<file path="src/rtl/custom_01_pkg.sv">
// Shared types and helpers for the nibble packer: data widths, packer phase
// encoding and the mapping of upstream mux-stage bits onto one nibble.
package custom_01_pkg;

    localparam int NIBBLE_W = 4;
    localparam int BYTE_W   = 8;

    typedef enum logic {
        PH_LO = 1'b0,
        PH_HI = 1'b1
    } pack_phase_e;

    // Upstream t_o_a/t_o_b/t_o_c land as {c[1], c[0], b, a}.
    function automatic logic [NIBBLE_W-1:0] pack_nibble(
        input logic       a,
        input logic       b,
        input logic [1:0] c
    );
        return {c[1], c[0], b, a};
    endfunction

endpackage

</file>
<file path="src/rtl/custom_01_sync_fifo.sv">
// Single-clock FIFO with extra-MSB pointers. A push into a full FIFO is
// accepted only when a pop frees the head slot on the same edge.
module custom_01_sync_fifo #(
    parameter int WIDTH = 8,
    parameter int DEPTH = 4
) (
    input  logic                     clk,
    input  logic                     rst_n,
    input  logic                     push,
    input  logic [WIDTH-1:0]         wdata,
    input  logic                     pop,
    output logic [WIDTH-1:0]         rdata,
    output logic                     full,
    output logic                     empty,
    output logic [$clog2(DEPTH):0]   level
);

    localparam int AW = $clog2(DEPTH);

    logic [AW:0]      wr_ptr_q;
    logic [AW:0]      rd_ptr_q;
    logic [AW:0]      level_q;
    logic [WIDTH-1:0] mem_q [DEPTH];
    logic             wr_en;
    logic             rd_en;

    assign empty = (wr_ptr_q == rd_ptr_q);
    assign full  = (wr_ptr_q[AW] != rd_ptr_q[AW]) &&
                   (wr_ptr_q[AW-1:0] == rd_ptr_q[AW-1:0]);

    assign rd_en = pop & ~empty;
    assign wr_en = push & (~full | rd_en);

    always_ff @(posedge clk) begin
        if (!rst_n) begin
            wr_ptr_q <= '0;
            rd_ptr_q <= '0;
            level_q  <= '0;
        end else begin
            if (wr_en) begin
                wr_ptr_q <= wr_ptr_q + 1'b1;
            end
            if (rd_en) begin
                rd_ptr_q <= rd_ptr_q + 1'b1;
            end
            case ({wr_en, rd_en})
                2'b10:   level_q <= level_q + 1'b1;
                2'b01:   level_q <= level_q - 1'b1;
                default: level_q <= level_q;
            endcase
        end
    end

    // Storage needs no reset; the pointers alone define what is valid.
    always_ff @(posedge clk) begin
        if (rst_n && wr_en) begin
            mem_q[wr_ptr_q[AW-1:0]] <= wdata;
        end
    end

    assign rdata = mem_q[rd_ptr_q[AW-1:0]];
    assign level = level_q;

    a_level_tracks_ptrs: assert property (
        @(posedge clk) disable iff (!rst_n) level_q == (wr_ptr_q - rd_ptr_q)
    );

    a_level_bounded: assert property (
        @(posedge clk) disable iff (!rst_n) level_q <= (AW + 1)'(DEPTH)
    );

endmodule

</file>
<file path="src/rtl/custom_01_nibble_packer.sv">
// Packs pairs of enabled 4-bit samples into bytes (first nibble low), queues
// them in a small FIFO, and counts bytes dropped because the FIFO was full.
module custom_01_nibble_packer
    import custom_01_pkg::*;
#(
    parameter int DEPTH = 4,
    parameter int CNT_W = 8
) (
    input  logic                     t_i_clk,
    input  logic                     i_rst,
    input  logic                     i_en,
    input  logic                     i_a,
    input  logic                     i_b,
    input  logic [1:0]               i_c,
    output logic [BYTE_W-1:0]        o_data,
    output logic                     o_valid,
    input  logic                     i_ready,
    output logic [$clog2(DEPTH):0]   o_level,
    output logic [CNT_W-1:0]         o_drop_cnt,
    output logic                     o_ovf,
    input  logic                     i_clr_ovf,
    output pack_phase_e              o_phase
);

    // Handshake: a byte leaves the FIFO on an edge where o_valid and i_ready
    // are both 1; o_data is stable while o_valid is 1 and i_ready is 0.

    pack_phase_e         phase_q, phase_d;
    logic [NIBBLE_W-1:0] lo_q, lo_d;
    logic [NIBBLE_W-1:0] nibble;
    logic [BYTE_W-1:0]   push_byte;
    logic                push_req;

    logic                fifo_full;
    logic                fifo_empty;
    logic                pop_fire;
    logic                drop;

    logic [CNT_W-1:0]    drop_cnt_q, drop_cnt_d;
    logic                ovf_q, ovf_d;

    assign nibble    = pack_nibble(i_a, i_b, i_c);
    assign push_byte = {nibble, lo_q};

    always_ff @(posedge t_i_clk) begin
        if (!i_rst) begin
            phase_q <= PH_LO;
            lo_q    <= '0;
        end else begin
            phase_q <= phase_d;
            lo_q    <= lo_d;
        end
    end

    // A half byte waits in lo_q for as long as it takes; there is no timeout.
    always_comb begin
        phase_d  = phase_q;
        lo_d     = lo_q;
        push_req = 1'b0;
        if (i_en) begin
            case (phase_q)
                PH_LO: begin
                    lo_d    = nibble;
                    phase_d = PH_HI;
                end
                PH_HI: begin
                    push_req = 1'b1;
                    phase_d  = PH_LO;
                end
                default: phase_d = PH_LO;
            endcase
        end
    end

    custom_01_sync_fifo #(
        .WIDTH (BYTE_W),
        .DEPTH (DEPTH)
    ) u_fifo (
        .clk   (t_i_clk),
        .rst_n (i_rst),
        .push  (push_req),
        .wdata (push_byte),
        .pop   (i_ready),
        .rdata (o_data),
        .full  (fifo_full),
        .empty (fifo_empty),
        .level (o_level)
    );

    assign o_valid  = ~fifo_empty;
    assign pop_fire = o_valid & i_ready;
    assign drop     = push_req & fifo_full & ~pop_fire;

    // A drop on the clearing edge still counts, so the counter restarts at 1.
    always_comb begin
        drop_cnt_d = drop_cnt_q;
        ovf_d      = ovf_q;
        if (i_clr_ovf) begin
            drop_cnt_d = '0;
            ovf_d      = 1'b0;
        end
        if (drop) begin
            ovf_d = 1'b1;
            if (i_clr_ovf) begin
                drop_cnt_d = CNT_W'(1);
            end else if (!(&drop_cnt_q)) begin
                drop_cnt_d = drop_cnt_q + 1'b1;
            end
        end
    end

    always_ff @(posedge t_i_clk) begin
        if (!i_rst) begin
            drop_cnt_q <= '0;
            ovf_q      <= 1'b0;
        end else begin
            drop_cnt_q <= drop_cnt_d;
            ovf_q      <= ovf_d;
        end
    end

    assign o_drop_cnt = drop_cnt_q;
    assign o_ovf      = ovf_q;
    assign o_phase    = phase_q;

    a_drop_only_when_full: assert property (
        @(posedge t_i_clk) disable iff (!i_rst) drop |-> fifo_full
    );

endmodule
</file>
<file path="config.mk">
export PLATFORM = sky130hd
export DESIGN_NAME = custom_01_nibble_packer
export DESIGN_NICKNAME = d
export VERILOG_FILES = /design/src/rtl/custom_01_pkg.sv /design/src/rtl/custom_01_sync_fifo.sv /design/src/rtl/custom_01_nibble_packer.sv
export SDC_FILE = /design/constraint.sdc
export NUM_CORES = 1
export LEC_CHECK = 0
export ABC_AREA = 1
export BUFFER_PORTS_ARGS = -buffer_cell sky130_fd_sc_hd__buf_2
export CORE_UTILIZATION = 57
export DETAILED_ROUTE_END_ITERATION = 12
export PLACE_DENSITY = 0.83
export SYNTH_ARGS = -nofsm -noshare
export SYNTH_HDL_FRONTEND = slang
export SYNTH_HIERARCHICAL = 1
export SYNTH_SLANG_ARGS = --single-unit
</file>
<file path="constraint.sdc">
create_clock -name t_i_clk -period 2.25 [get_ports t_i_clk]
set_input_delay 0.225 -clock t_i_clk [delete_from_list [all_inputs] [get_ports t_i_clk]]
set_output_delay 0.225 -clock t_i_clk [all_outputs]
set_load 0.05 [all_outputs]
</file>
Yosys cells after proc, flatten, opt, wreduce, memory -nomap -nowiden
Memory sizes are Yosys's and may differ from the RTL's. A register that Yosys moved wholly into a read port is not among the register bits.
Cells that the tools add are included.

operators by class
  add/sub/neg operators = 5
  $mul = 0
  div/mod/pow operators = 0
  $lt $le $gt $ge = 0
  equality and inequality tests = 5
  shift operators = 0
  multiplexer cells = 14
  bitwise logic cells = 9
  reductions and logical operators = 6

operators with widths
  operator               count
  $mux W8                4
  $add A3 B1 Y3 const B  3
  $add A8 B1 Y8 const B  1
  $reduce_and A8 Y1      1
  $mux W1                6
  $pmux W3 S2            1
  $and A1 B1 Y1          4
  $mux W2                2
  $not A1 Y1             4
  $reduce_bool A2 Y1     2
  $eq A3 B3 Y1           1
  $sub A3 B1 Y3 const B  1
  $eq A2 B1 Y1 const B   1
  $eq A2 B2 Y1           1
  $eq A2 B2 Y1 const B   1
  $logic_and A1 B1 Y1    2
  $pmux W1 S2            1
  $reduce_and A2 Y1      1
  $ne A1 B1 Y1           1
  $or A1 B1 Y1           1

storage, ports and cells
  register bits after elaboration = 23
  bits in latches = 0
  RAM bits = 32
  bits in read-only memories = 0
  bits of input ports = 9
  output and inout port bits = 22
  word-level logic and storage cells = 47
  memories kept = 1

memories
  memory        depth  width  rd ports  clocked after Yosys merged registers in  write ports  RTL line                   text
  u_fifo.mem_q  4      8      1         1                                        1            custom_01_sync_fifo.sv:23  logic [WIDTH-1:0] mem_q [DEPTH];

Depth between registers and ports, before layout
Gate-level depths: netlist of run 1.

  depth after elaboration = 8
  mapped depth = 14
  depth with buffers taken out = 14

Hierarchy
Netlist of run 1, hierarchy kept.

by module, submodules not included
  module                   times used  cells an instance  area an instance (um^2)
  custom_01_sync_fifo      1           164                1859.3
  custom_01_nibble_packer  1           106                715.7

Worst setup path after synthesis of run 1
Ideal clock, no wire load.

  kind = reg2reg
  start = register u_fifo.wr_ptr_q[1]
  end = register u_fifo.level_q[2] (netlist: u_fifo/level[2])
  setup time = 0.122 ns
  arrival time = 1.799 ns
  path slack = 0.329 ns
  cell stages (with the launch flop) = 11
  path buffers = 0
  path through = dfxtp_1 -> xnor2_2 -> nand4_4 -> nand2_4 -> ha_1 -> inv_1 -> fa_1 -> a21oi_1 -> o21ai_0 -> o21ai_0 -> a21oi_1

on the way
  word-level cells in the longest chain between the ends = 7

ends and longest elaborated chain
  element                                                   RTL line                                              text
  from (decl)                                               custom_01_sync_fifo.sv:20                             logic [AW:0] wr_ptr_q;
  from (signal assigned)                                    custom_01_sync_fifo.sv:41                             wr_ptr_q <= wr_ptr_q + 1'b1;
  $eq A3 B3 Y1 / $eq A2 B2 Y1 (equally long branches)       custom_01_sync_fifo.sv:27, custom_01_sync_fifo.sv:29
  $not A1 Y1 / $logic_and A1 B1 Y1 (equally long branches)  custom_01_sync_fifo.sv:31, custom_01_sync_fifo.sv:28
  $and A1 B1 Y1 / $not A1 Y1 (equally long branches)        custom_01_sync_fifo.sv:31, custom_01_sync_fifo.sv:32
  $or A1 B1 Y1                                              custom_01_sync_fifo.sv:32                             assign wr_en = push & (~full | rd_en);
  $and A1 B1 Y1                                             custom_01_sync_fifo.sv:32
  $eq A2 B1 Y1 / $eq A2 B2 Y1 (equally long branches)       custom_01_sync_fifo.sv:46                             case ({wr_en, rd_en})
  $pmux W3 S2 / $reduce_bool A2 Y1 (equally long branches)  -
  to (signal assigned)                                      custom_01_sync_fifo.sv:47                             2'b10: level_q <= level_q + 1'b1;
  to (signal assigned)                                      custom_01_sync_fifo.sv:48                             2'b01: level_q <= level_q - 1'b1;
  to (signal assigned)                                      custom_01_sync_fifo.sv:49                             default: level_q <= level_q;
  to (decl)                                                 custom_01_sync_fifo.sv:22                             logic [AW:0] level_q;

Parallel ways exist; a longest one is shown, timed or not.
A chain may end at the register's enable or synchronous reset.

Worst setup path in the final report of run 1
Same ends and word-level chain as after synthesis.

==> results.md, run 1 <==
Synthesis:
- The synthesized design devotes to its leading area cell type 37.3% of total area.
- By area, the combinational part of the netlist is dominated by simple AND/OR/NAND/NOR gates.
- Summed over all instances, the cell type with the most area after synthesis is sky130_fd_sc_hd__edfxtp_1.
- In the post-synthesis netlist, the biggest area contributors are sky130_fd_sc_hd__edfxtp_1 37%, sky130_fd_sc_hd__dfxtp_1 19%, sky130_fd_sc_hd__nor2_1 7.0%, sky130_fd_sc_hd__inv_1 5.2%, sky130_fd_sc_hd__o21ai_0 4.9%.
- The synthesized netlist occupies a cell area of 2570 sq um.
- The number of instances in the synthesized netlist is 270.
- The post-synthesis mux area share is 0%.
- The number of warnings reported in the yosys synthesis log is 6.
- By count the netlist is led by 48 x sky130_fd_sc_hd__nor2_1, 36 x sky130_fd_sc_hd__inv_1, 32 x sky130_fd_sc_hd__edfxtp_1.
- The post-synthesis share of cell area spent on and, or, nand and nor gates is 20.7%.
- The number of distinct library cell variants in the gate-level netlist after synthesis is 30.
- For this run, the leading register cell type out of synthesis is sky130_fd_sc_hd__edfxtp_1.
- The synthesized-area fraction occupied by xor and xnor cells is 1.31%.
- The net count of the mapped netlist is 287.
- The compound-gate portion of the synthesized area is 10.4%.
- The number of synthesized register bits is 57.
- Yosys mapped a number of flops with a built-in enable equal to 32.
- Sequential cells were found to cover 56.8% of the synthesized design area.
- The average instance in the mapped netlist occupies 9.54 sq um.
- Summing the areas of all fa, ha and maj instances in the mapped netlist gives 4.18% of the synthesized area.
- The share of flip-flops with an asynchronous set or reset after synthesis is 0%.
- Among all cell types in the netlist, the one instantiated most often is sky130_fd_sc_hd__nor2_1.

Drt:
- In this run the remaining antenna-violating nets after routing total 0.
- The number of violations reported at the end of detailed-routing iteration 0 is 74.
- In the routed layout, each cell is associated on average with a via count of 5.07.
- The detailed-route via count is 1,854.
- The wire length after detailed routing is 4840 um.
- The number of iterations in the first detailed-routing pass is 4.
- For this run, design rule violations remaining after detail routing come to 0.
- The routed length per instance is 13.2 um.

Outcome:
- The flow ran to the end, and the final reports show no timing, DRC or antenna violations.

GRT:
- For this run, the total global-route usage over all layers was measured as 21.8%.
- The first global-routing pass estimated 7980 um of wire.
- The initial antenna violation count is 0.
- The via count of the first global-routing pass is 1,776.
- The remaining global-route overflow is 0.
- The largest net degree at the start of global routing is 17.

Final layout:
- The non-filler instance count after layout is 366.
- In the final layout, the share of cells above drive strength 1 is 24.2%.
- The relative area change from synthesis to final layout is 16.0%.
- Cells fill 68.6% of the core in the end.
- Counting the fill cells in the layout gives 337.
- The final layout contains 326 nets.
- 0 antenna diodes ended up in the layout.

Place:
- The total of buffers placed on input and output ports is 30.
- The setup slack after placement is 0.0520 ns.
- The detailed-placement wirelength estimate is 3420 um.
- The number of cells in the design after placement is 350.
- The last weighted congestion value of the routability-driven placer is 0.801.

Clocking:
- The depth of the CTS H-tree is 3.
- Counting along the longest clock path gives a buffer depth of 2.
- The CTS root buffer is sky130_fd_sc_hd__clkbuf_8.
- The clock drives 57 sinks.
- In this run, post-CTS hold repair placed 0 buffers.
- Clock-pin slew was measured on the worst setup and hold paths at 0.06 ns.
- TritonCTS built the clock tree.
- For the worst-skew pair, the clock arrives at the later sink with an insertion delay of 0.32 ns.
- The number of buffers created by CTS is 9.

Timing:
- The number of setup violations in the final report is 0.
- The slew of the pin with the lowest slew margin is 0.526 ns.
- The time the final worst path needs with I/O delays and setup is 2.06 ns.
- Measured against its own limit, the worst slew margin works out to 64.9%.
- Static timing analysis puts the maximum clock frequency at 0.485 GHz.
- The number of hold violations in the final report is 0.
- After layout, the worst path uses 91.7% of the clock period.
- For the final database, setup skew stands at 0.00846 ns.
- The max-slew violation total from the final report is 0.
- After layout, the worst setup slack is 0.187 ns.

Die:
- In this run the horizontal extent of the chip is 69.2 um.
- The core region area is 4350 sq um.
- The total die area is 4790 sq um.
- The I/O pin total is 31.
- For this configuration, the core starts out at a cell density of 59.1%.
- The die span in y is 69.2 um.
- The floorplan has 24 rows.

Worst setup path:
- Walking the worst path, the cells encountered are xnor2_4 > nand4_4 > nand2_4 > ha_1 > inv_1 > fa_2 > a21oi_1 > o21ai_1 > o21ai_1 > a21oi_1.
- Among cell families on the critical path, the largest total delay comes from flip-flops.
- The required time of the critical path is 2.46 ns.
- The highest cell delay on the worst timing path is 0.49 ns.
- STA classifies the critical path endpoint as a flip-flop.
- Along the worst path, the maximum fanout reaches 5.
- The kind of critical path is flip-flop to flip-flop.
- Counting both buffers and inverters, the worst setup path holds a total of 1.
- The startpoint class of the critical path is a flip-flop.
- The library cell contributing the largest single delay on the critical path is sky130_fd_sc_hd__dfxtp_1.
- The arrival time at the worst endpoint is 2.28 ns.

Pwr:
- Per report_power, the clock group accounts for 34.1% of the total.
- The total power after layout is 2.65 mW.
- The power density relative to cell area is 887 nW/um^2.
- Across the VDD grid, the largest voltage drop is 489 uV.
- The share of total power consumed by net switching is 31.3%.
- The internal power is 1.82 mW.
- Combinational logic burns 21.1% of the power.
- The total leakage power is 1.24 nW.
- The reported net switching power is 0.830 mW.
- The share of total power dissipated in sequential elements is 44.8%.

Worst hold path:
- The kind of path behind the tightest hold check is primary input to flip-flop.

Job:
- The number of maximum-capacitance constraint violations is 0.
[cell usage in the layout (no fill, tap or decap), drive strengths merged, types with 2 or more instances in the layout]
master / count
ha: 7
o21ai: 31
nor2: 58
buf: 31
nand2: 37
a21oi: 7
o22ai: 8
clkinv: 4
xor2: 2
nand3: 9
nor3: 3
dfxtp: 25
inv: 40
nand4: 2
edfxtp: 32
clkbuf: 12
[through the flow]
| stage | cell area (sq um) | hold WS, ns | setup TNS [ns] |
|---|---|---|---|
| 5_1_grt | 2990 | 0.128 | -0.00718 |
| 4_1_cts | 2970 | 0.126 | 0 |
| 2_1_floorplan | 2570 | 0.324 | 0 |
| 3_3_place_gp | 2780 | 0.445 | 0 |
| 3_5_place_dp | 2780 | 0.450 | 0 |
| 6_report | 2990 | 0.151 | 0 |
[power by group through the flow]
stage,clock [mW],combinational [mW],sequential [mW]
floorplan,0,0.385,1.24
global placement,0,0.533,1.20
detailed placement,0,0.554,1.21
CTS,0.927,0.555,1.18
global route,0.971,0.602,1.19
finish,0.903,0.560,1.19
[repair_timing]
item	4_1_cts	5_1_grt
buffers inserted	0	0
endpoints found under the setup margin	0	1
resized for setup	0	6
[final timing paths]
kind	startpoint	endpoint	slack, ns	cells past startpoint
max	u_fifo/wr_ptr_q[1]	u_fifo/level[2]	0.19	10
min	i_c[0]	u_fifo/mem_q[3][6]	0.15	1
max reg2reg	u_fifo/wr_ptr_q[1]	u_fifo/level[2]	0.19	10
min reg2reg	u_fifo/level[2]	u_fifo/level[2]	0.47	2
[registers in the layout (all words and copies together), names as in the netlist, named ones only]
signal and cells:
u_fifo/mem_q 32, u_fifo/level 3, u_fifo/rd_ptr_q 3, lo_q 4, u_fifo/wr_ptr_q 3, o_phase 1, o_ovf 1, o_drop_cnt 8
[routing by layer]
layer	up-vias	share of wire, %	track usage, %
li1	969	-	-
met1	838	43	25.7
met2	45	53	37.8
met3	2	3.6	6.98
met4	0	0.25	6.80
met5	-	0	0
[area by class of cell]
cell class,count,area [sq um],area share [%]
Inverter,41,155,5.19
Clock inverter,4,42.5,1.42
Tap cell,52,65.1,2.18
Sequential cell,57,1460,49.0
Timing Repair Buffer,31,158,5.28
Clock buffer,12,145,4.86
Multi-Input combinational cell,169,957,32.0
[logic make-up (layout without fill, tap and decap cells)]
logic type | Yosys count | in the layout
AOI/OAI and AO/OA | 48 | 48
xor gates and xnor gates | 3 | 3
DFF | 57 | 57
adders and majority gates | 8 | 8
buffers and inverters | 44 | 88
and+or+nand+nor | 110 | 110
[worst reg2reg max path, cell delays in order, from the launching register on]
cell,delay (ns)
sky130_fd_sc_hd__dfxtp_1,0.49
sky130_fd_sc_hd__xnor2_4,0.19
sky130_fd_sc_hd__nand4_4,0.16
sky130_fd_sc_hd__nand2_4,0.11
sky130_fd_sc_hd__ha_1,0.14
sky130_fd_sc_hd__inv_1,0.07
sky130_fd_sc_hd__fa_2,0.35
sky130_fd_sc_hd__a21oi_1,0.15
sky130_fd_sc_hd__o21ai_1,0.10
sky130_fd_sc_hd__o21ai_1,0.13
sky130_fd_sc_hd__a21oi_1,0.04
(Power assumes the default switching activity.)
==> inputs of run 2 (changes only) <==
Settings changed: ABC_AREA 1 to 0, CORE_ASPECT_RATIO set to 1.1.
==> run 2 against run 1 <==
Cell area increased by 1.9%. Synthesized cell count down 30%. Non-clock buffer count increased by 9. Sequential cell count unchanged. Via count shrank 11%. First-iteration DRC count fell by 19%. Clock skew decreased by 0.00080 ns. Die area is 0.93% lower. Fmax fell by 3.9%. Critical endpoint unchanged.
==> results.md, run 2 <==
Die:
- The I/O pin total came to 31 (unchanged).
- The core region area is 4290 sq um (was 4350 sq um).
- The die span in y is 72.2 um (was 69.2 um).
- The initial cell density of the core is 59.5% (was 59.1%).
- The number of core rows is 25 (was 24).
- The total die area was 4750 sq um (was 4790 sq um).
- The die width is 65.8 um (was 69.2 um).

Worst setup path:
- The arrival time at the worst endpoint came to 2.40 ns (was 2.28 ns).
- The critical path endpoint category was a flip-flop (unchanged).
- The required time of the critical path is 2.50 ns (was 2.46 ns).
- The startpoint class of the critical path is a flip-flop (unchanged).
- The kind of critical path is flip-flop to flip-flop (unchanged).
- The largest fanout of any net on the critical path was 6 (was 5).

GRT:
- The overall fraction of global-route tracks in use is 23.3% (was 21.8%).
- The largest net degree at the start of global routing came to 27 (was 17).
- The via count of the first global-routing pass is 1,687 (was 1,776).
- The wire length of the first global-routing pass is 7770 um (was 7980 um).
- The remaining global-route overflow is 0 (unchanged).
- The initial antenna violation count is 0 (unchanged).

Clocking:
- The number of buffers created by CTS is 9 (unchanged).
- The clock sink count is 57 (unchanged).
- The clock transition at the register clock pins on the worst setup and hold paths after CTS is 0.06 ns (about the same).
- The clock latency on the worst-skew pair is 0.32 ns (about the same).
- The hold buffer count at CTS is 0 (unchanged).
- The buffer depth of the longest clock path is 2 (unchanged).
- The TritonCTS clock tree is done (unchanged).
- The depth of the CTS H-tree is 3 (unchanged).
- The CTS root buffer is sky130_fd_sc_hd__clkbuf_8 (unchanged).

Pwr:
- The worst IR drop on VDD is 535 uV (was 489 uV).
- The combinational fraction of design power is 12.1% (was 21.1%).
- The portion of total power attributed to the clock network is 38.2% (was 34.1%).
- The total power after layout is 2.32 mW (was 2.65 mW).
- The power density relative to cell area is 763 nW/um^2 (was 887 nW/um^2).
- The internal power was 1.76 mW (was 1.82 mW).
- The share of total power consumed by net switching is 24.0% (was 31.3%).
- The total leakage power is 1.12 nW (was 1.24 nW).
- The register share of total power was 49.8% (was 44.8%).
- The reported net switching power is 0.558 mW (was 0.830 mW).

Timing:
- The portion of the clock cycle consumed by the worst path in the final layout is 95.4% (was 91.7%).
- The slew of the pin with the lowest slew margin is 0.570 ns (was 0.526 ns).
- The time the final worst path needs with I/O delays and setup was 2.15 ns (was 2.06 ns).
- Setup repair after global routing could not meet its margin everywhere.
- The final-layout worst hold slack came to 0.130 ns (was 0.151 ns).
- The worst slew margin relative to its limit came to 61.9% (was 64.9%).
- The setup TNS after final layout came to 0 ns (unchanged).
- The max-slew violation total from the final report was 0 (unchanged).
- The setup slack of the critical path after layout is 0.103 ns (was 0.187 ns).
- The number of setup violations in the final report is 0 (unchanged).
- The setup clock skew after layout is 0.00766 ns (was 0.00846 ns).
- The maximum frequency from static timing analysis is 0.466 GHz (was 0.485 GHz).
- The number of hold violations in the final report came to 0 (unchanged).

Drt:
- The remaining antenna violation count is 0 (unchanged).
- The number of violations reported at the end of detailed-routing iteration 0 came to 60 (was 74).
- The routed length per instance is 16.2 um (was 13.2 um).
- The number of iterations in the first detailed-routing pass is 4 (unchanged).
- The wire length after detailed routing was 4760 um (was 4840 um).
- The number of vias per cell after detailed routing is 5.62 (was 5.07).
- The post-route DRC violation count is 0 (unchanged).
- The detailed-route via count is 1,653 (was 1,854).

Final layout:
- The flip-flop count of the largest register, all copies and words added is 32 (unchanged).
- The non-filler instance count after layout came to 294 (was 366).
- The fraction of final layout cells sized beyond drive strength 1 was 32.1% (was 24.2%).
- Commonest non-fill, non-tap cells in the layout: 32 x sky130_fd_sc_hd__edfxtp_1, 30 x sky130_fd_sc_hd__buf_2, 20 x sky130_fd_sc_hd__dfxtp_1, 19 x sky130_fd_sc_hd__nand2_1, 12 x sky130_fd_sc_hd__inv_1 (was 48 x sky130_fd_sc_hd__nor2_1, 36 x sky130_fd_sc_hd__inv_1, 32 x sky130_fd_sc_hd__edfxtp_1, 30 x sky130_fd_sc_hd__nand2_1, 30 x sky130_fd_sc_hd__buf_2).
- The relative area change from synthesis to final layout is 19.3% (was 16.0%).
- The total number of nets in the final design is 252 (was 326).
- The most frequent standard cell in the layout excluding fill and tap cells is sky130_fd_sc_hd__edfxtp_1 (was sky130_fd_sc_hd__nor2_1).
- The count of inserted antenna diode cells came to 0 (unchanged).

Synthesis:
- The number of synthesized register bits is 57 (unchanged).
- The most instantiated flip-flop cell in the synthesis netlist is sky130_fd_sc_hd__edfxtp_1 (unchanged).
- Leading post-synthesis cells by cell area: sky130_fd_sc_hd__edfxtp_1 38%, sky130_fd_sc_hd__dfxtp_1 20%, sky130_fd_sc_hd__mux4_2 7.1%, sky130_fd_sc_hd__mux2i_1 4.3%, sky130_fd_sc_hd__ha_1 3.4% (was sky130_fd_sc_hd__edfxtp_1 37%, sky130_fd_sc_hd__dfxtp_1 19%, sky130_fd_sc_hd__nor2_1 7.0%, sky130_fd_sc_hd__inv_1 5.2%, sky130_fd_sc_hd__o21ai_0 4.9%).
- The portion of synthesized cell area occupied by the leading cell type is 37.7% (was 37.3%).
- The number of instances in the synthesized netlist is 190 (was 270).
- The synthesized cell area came to 2550 sq um (was 2570 sq um).
- The most instantiated library cell after synthesis was sky130_fd_sc_hd__edfxtp_1 (was sky130_fd_sc_hd__nor2_1).
- The number of distinct library cell variants in the gate-level netlist after synthesis is 45 (was 30).
- The synthesized area divided by synthesized cell count came to 13.4 sq um (was 9.54 sq um).
- The share of flip-flops with an asynchronous set or reset after synthesis is 0% (unchanged).
- The count of flip-flops with a built-in enable after synthesis came to 32 (unchanged).
- Leading cell types by count after synthesis: 32 x sky130_fd_sc_hd__edfxtp_1, 25 x sky130_fd_sc_hd__dfxtp_1, 19 x sky130_fd_sc_hd__nand2_1 (was 48 x sky130_fd_sc_hd__nor2_1, 36 x sky130_fd_sc_hd__inv_1, 32 x sky130_fd_sc_hd__edfxtp_1).
- The net count of the mapped netlist came to 207 (was 287).
- The portion of the post-synthesis area used by sequential elements is 57.3% (was 56.8%).
- The number of warnings reported in the yosys synthesis log is 6 (unchanged).
- The cell accounting for the most synthesized area is sky130_fd_sc_hd__edfxtp_1 (unchanged).

Place:
- The detailed-placement wirelength estimate came to 3410 um (was 3420 um).
- The number of cells in the design after placement was 274 (was 350).
- The last weighted congestion value of the routability-driven placer is 0.748 (was 0.801).
- The total of buffers placed on input and output ports came to 30 (unchanged).
- The setup slack after placement is -0.0680 ns (was 0.0520 ns).

Worst hold path:
- The kind of path behind the tightest hold check was primary input to flip-flop (unchanged).

Outcome:
- Run status: finished clean (unchanged).

Job:
- The number of maximum-capacitance constraint violations came to 0 (unchanged).
[run 2: cell types whose count changed after synthesis, moves of 9 or more]
cell                      delta
sky130_fd_sc_hd__inv_1      -24
sky130_fd_sc_hd__nor2_2      -9
sky130_fd_sc_hd__o21ai_0    -22
sky130_fd_sc_hd__mux2i_1    +11
sky130_fd_sc_hd__nand2_1    -11
sky130_fd_sc_hd__nor2_1     -46
[run 2: worst max-delay path: stages, from the launching register on]
cell	delay (ns)
sky130_fd_sc_hd__dfxtp_2	0.36
sky130_fd_sc_hd__xnor2_4	0.28
sky130_fd_sc_hd__a41oi_2	0.16
sky130_fd_sc_hd__inv_1	0.08
sky130_fd_sc_hd__ha_1	0.17
sky130_fd_sc_hd__inv_1	0.06
sky130_fd_sc_hd__fa_1	0.37
sky130_fd_sc_hd__xor2_1	0.15
sky130_fd_sc_hd__or3_1	0.31
sky130_fd_sc_hd__a21boi_1	0.14
[run 2: repair_timing]
item,CTS,global route
hold endpoints to repair,0,0
resized for setup,2,6
setup buffers,0,4
endpoints found under the setup margin,1,3
pin swaps,0,2
[run 2: power groups by stage]
| stage | clock (mW) | sequential [mW] | combinational, mW |
|---|---|---|---|
| final | 0.886 | 1.16 | 0.280 |
| after global routing | 0.948 | 1.16 | 0.300 |
| after CTS | 0.911 | 1.16 | 0.273 |
| after detailed placement | 0 | 1.18 | 0.268 |
| after global placement | 0 | 1.17 | 0.261 |
| after floorplan | 0 | 1.19 | 0.186 |
[run 2: final timing paths]
kind / start / endpoint / slack (ns) / cells past startpoint
hold / removal: i_b / u_fifo/mem_q[1][5] / 0.13 / 1
setup / recovery: u_fifo/rd_ptr_q[1] / u_fifo/level[2] / 0.10 / 9
hold reg to reg: o_ovf / o_ovf / 0.48 / 2
setup reg to reg: u_fifo/rd_ptr_q[1] / u_fifo/level[2] / 0.10 / 9
[run 2: routing by layer]
layer | GRT usage (%) | up-vias | wire [um]
met3 | 7.55 | 6 | 206
met5 | 0 | - | 0
met4 | 11.1 | 0 | 57
met2 | 42.1 | 42 | 2660
li1 | - | 799 | -
met1 | 23.8 | 806 | 1840
[run 2: area by class of cell]
class	instances	area, sq um
Tap cell	54	67.6
Sequential cell	57	1470
Clock inverter	4	43.8
Fill cell	303	1240
Multi-Input combinational cell	115	1050
Inverter	12	45.0
Timing Repair Buffer	40	225
Clock buffer	12	145
[run 2: cells by family after synthesis]
group,share of synthesized area [%]
fa+ha+maj,4.22
mux,11.4
flops,57.3
compound gates,8.49
simple gates,13.2
buf+inv,2.75
xor+xnor,2.65
[run 2: through the flow]
stage | utilization (%) | area (sq um)
final | 71.0 | 3040
after floorplan | - | 2550
after CTS | 70.0 | 3000
after global placement | 65.1 | 2790
after global routing | 71.0 | 3040
after detailed placement | 65.1 | 2790
==> inputs of run 3 (changes only) <==
Settings changed: BUFFER_PORTS_ARGS -buffer_cell sky130_fd_sc_hd__buf_2 to -buffer_cell sky130_fd_sc_hd__clkbuf_2.
==> run 3 against run 2 <==
Register-to-register slack worse by 0.06 ns. Die area stayed put. Clock power is 12% higher. Hold slack better by 0.0037 ns. Fmax is 2.7% lower. First-iteration DRC count is 5.0% lower. Sequential cell count stayed put. Largest power group unchanged. Sequential power hardly changed.
==> results.md, run 3 (same netlist as run 2, synthesis figures left out) <==
Final layout:
- Commonest non-fill, non-tap cells in the layout: 32 x sky130_fd_sc_hd__edfxtp_1, 30 x sky130_fd_sc_hd__clkbuf_2, 21 x sky130_fd_sc_hd__dfxtp_1, 19 x sky130_fd_sc_hd__nand2_1, 12 x sky130_fd_sc_hd__inv_1 (was 32 x sky130_fd_sc_hd__edfxtp_1, 30 x sky130_fd_sc_hd__buf_2, 20 x sky130_fd_sc_hd__dfxtp_1, 19 x sky130_fd_sc_hd__nand2_1, 12 x sky130_fd_sc_hd__inv_1).
- The total area of sequential cells is 1470 sq um (about the same).
- The fraction of final layout cells sized beyond drive strength 1 is 31.9% (was 32.1%).
- The combined area of the multi-input logic cells is 1060 sq um (was 1050 sq um).
- The flip-flop count of the largest register, all copies and words added is 32 (unchanged).
- The non-filler instance count after layout came to 292 (was 294).
- The final cell utilization of the core is 71.3% (was 71.0%).
- The number of inserted filler cells in the final layout is 273 (was 303).
- The most frequent standard cell in the layout excluding fill and tap cells was sky130_fd_sc_hd__edfxtp_1 (unchanged).
- The relative area change from synthesis to final layout came to 19.8% (was 19.3%).
- The total number of nets in the final design is 250 (was 252).
- The count of inserted antenna diode cells is 0 (unchanged).

Pwr:
- The portion of total power attributed to the clock network is 41.0% (was 38.2%).
- The combinational fraction of design power is 11.5% (was 12.1%).
- The total leakage power is 1.12 nW (about the same).
- The power density relative to cell area was 794 nW/um^2 (was 763 nW/um^2).
- The register share of total power was 47.6% (was 49.8%).
- The internal power came to 1.84 mW (was 1.76 mW).
- The worst IR drop on VDD is 598 uV (was 535 uV).
- The share of total power consumed by net switching is 24.0% (about the same).
- The reported net switching power is 0.582 mW (was 0.558 mW).
- The total power after layout is 2.43 mW (was 2.32 mW).

Worst setup path:
- The kind of critical path is flip-flop to flip-flop (unchanged).
- The endpoint of the lowest-slack register-to-register path was u_fifo/level[2] (unchanged).
- The startpoint class of the critical path is a flip-flop (unchanged).
- The largest fanout of any net on the critical path came to 4 (was 6).
- The sum of buffers and inverters on the critical path is 2 (unchanged).
- The critical path endpoint category was a flip-flop (unchanged).
- The library cell contributing the largest single delay on the critical path is sky130_fd_sc_hd__dfxtp_1 (was sky130_fd_sc_hd__fa_1).
- The number of gates on the worst path with buffers counted came to 9 (unchanged).
- The critical path capture point is u_fifo/level[2] (unchanged).
- The arrival time at the worst endpoint is 2.46 ns (was 2.40 ns).
- The required time of the critical path came to 2.50 ns (about the same).
- The worst-case register-to-register setup slack came to 0.04 ns (was 0.10 ns).
- The cell repeated most along the worst path is sky130_fd_sc_hd__inv_1 (unchanged).
- The number of cells on the worst reg-to-reg path is 9 (unchanged).
- The cell family with the largest share of critical-path delay is adder cells (unchanged).
- Critical path, cell by cell: xor2_2 > a41oi_2 > inv_1 > ha_1 > inv_1 > fa_1 > xor2_1 > or3_1 > a21boi_1 (was xnor2_4 > a41oi_2 > inv_1 > ha_1 > inv_1 > fa_1 > xor2_1 > or3_1 > a21boi_1).
- The highest cell delay on the worst timing path is 0.43 ns (was 0.37 ns).
- The timing startpoint of the critical path is u_fifo/wr_ptr_q[2] (was u_fifo/rd_ptr_q[1]).
- The startpoint of the most critical register-to-register path is u_fifo/wr_ptr_q[2] (was u_fifo/rd_ptr_q[1]).

Timing:
- The setup clock skew after layout is 0.00799 ns (was 0.00766 ns).
- The portion of the clock cycle consumed by the worst path in the final layout is 98.0% (was 95.4%).
- The maximum frequency from static timing analysis is 0.453 GHz (was 0.466 GHz).
- The number of hold violations in the final report is 0 (unchanged).
- The slew of the pin with the lowest slew margin is 0.610 ns (was 0.570 ns).
- The max-slew violation total from the final report is 0 (unchanged).
- Unrepaired setup endpoints after global routing: yes (unchanged).
- The time the final worst path needs with I/O delays and setup is 2.21 ns (was 2.15 ns).
- The number of setup violations in the final report came to 0 (unchanged).
- The worst slew margin relative to its limit is 59.3% (was 61.9%).
- The setup slack of the critical path after layout was 0.0441 ns (was 0.103 ns).

Die:
- The initial cell density of the core came to 59.5% (unchanged).
- The number of core rows is 25 (unchanged).
- The total die area is 4750 sq um (unchanged).
- The core region area is 4290 sq um (unchanged).
- The die span in y is 72.2 um (unchanged).
- The die width is 65.8 um (unchanged).
- The I/O pin total is 31 (unchanged).

Place:
- The detailed-placement wirelength estimate is 3100 um (was 3410 um).
- The number of cells in the design after placement is 274 (unchanged).
- The setup slack after placement was -0.0847 ns (was -0.0680 ns).
- The last weighted congestion value of the routability-driven placer is 0.751 (was 0.748).
- The total of buffers placed on input and output ports was 30 (unchanged).

GRT:
- The met1 demand-to-capacity share in global routing is 24.2% (was 23.8%).
- The largest net degree at the start of global routing was 27 (unchanged).
- The initial antenna violation count came to 0 (unchanged).
- The overall fraction of global-route tracks in use is 21.9% (was 23.3%).
- The remaining global-route overflow is 0 (unchanged).
- The global-route track usage on met3 is 5.35% (was 7.55%).
- The layer with the highest usage is met2 (unchanged).
- The wire length of the first global-routing pass is 7410 um (was 7770 um).
- The via count of the first global-routing pass was 1,616 (was 1,687).
- The global-route track usage on met2 is 37.4% (was 42.1%).

Drt:
- The post-route DRC violation count is 0 (unchanged).
- The number of iterations in the first detailed-routing pass was 4 (unchanged).
- The wire length after detailed routing is 4550 um (was 4760 um).
- The remaining antenna violation count was 0 (unchanged).
- The routed length per instance was 15.6 um (was 16.2 um).
- The number of vias per cell after detailed routing is 5.63 (was 5.62).
- The number of violations reported at the end of detailed-routing iteration 0 is 57 (was 60).
- The detailed-route via count came to 1,643 (was 1,653).

Clocking:
- The depth of the CTS H-tree is 3 (unchanged).
- The TritonCTS clock tree is done (unchanged).
- The CTS root buffer is sky130_fd_sc_hd__clkbuf_8 (unchanged).
- The number of buffers created by CTS is 9 (unchanged).
- The clock transition at the register clock pins on the worst setup and hold paths after CTS came to 0.06 ns (about the same).
- The clock latency on the worst-skew pair is 0.32 ns (about the same).
- The clock sink count is 57 (unchanged).
- The buffer depth of the longest clock path is 2 (unchanged).

Worst hold path:
- The kind of path behind the tightest hold check is primary input to flip-flop (unchanged).

Outcome:
- Run status: finished clean (unchanged).

Job:
- The number of maximum-capacitance constraint violations was 0 (unchanged).
## run 3: power groups by stage
stage	Sequential, mW	Combinational, mW	Clock, mW
2_1_floorplan	1.19	0.186	0
5_1_grt	1.16	0.297	1.05
3_3_place_gp	1.17	0.261	0
6_report	1.15	0.278	0.995
4_1_cts	1.16	0.273	1.01
3_5_place_dp	1.17	0.265	0
## run 3: worst min-delay path by stage
| stage | start | end | slack [ns] | cells after the start |
|---|---|---|---|---|
| after CTS | i_c[0] | u_fifo/mem_q[1][6] | 0.12 | 1 |
| after floorplan | i_a | u_fifo/mem_q[0][4] | 0.32 | 0 |
| after global placement | i_c[0] | u_fifo/mem_q[1][6] | 0.47 | 1 |
| after detailed placement | i_c[0] | u_fifo/mem_q[1][6] | 0.46 | 1 |
| after global routing | i_c[0] | u_fifo/mem_q[1][6] | 0.12 | 1 |
| final | i_c[0] | u_fifo/mem_q[1][6] | 0.13 | 1 |
## run 3: through the flow
stage	hold WS, ns	instance area [sq um]	TNS [ns]
floorplan	0.324	2550	0
global placement	0.467	2790	0
detailed placement	0.464	2790	-0.0847
CTS	0.125	3030	0
global route	0.121	3060	-0.0437
finish	0.134	3060	0
## run 3: final cells by class
type | count | share of cell area (%)
flip-flops and latches | 57 | 48.0
multi-input cells | 115 | 34.6
repair buffers | 38 | 6.88
clock buffers | 10 | 4.18
clock inverters | 6 | 2.70
well taps | 54 | 2.21
inverters | 12 | 1.47
## run 3: what timing repair did
action / 4_1_cts / 5_1_grt
cloned: 0 / 0
setup buffers: 0 / 2
pin swaps: 1 / 2
endpoints found under the setup margin: 1 / 4
gates resized for setup: 3 / 5
hold buffers: 0 / 0
## run 3: layer usage
metal / wire [um] / vias up
li1: - / 803
met1: 1770 / 779
met2: 2430 / 46
met3: 187 / 15
met4: 158 / 0
met5: 0 / -
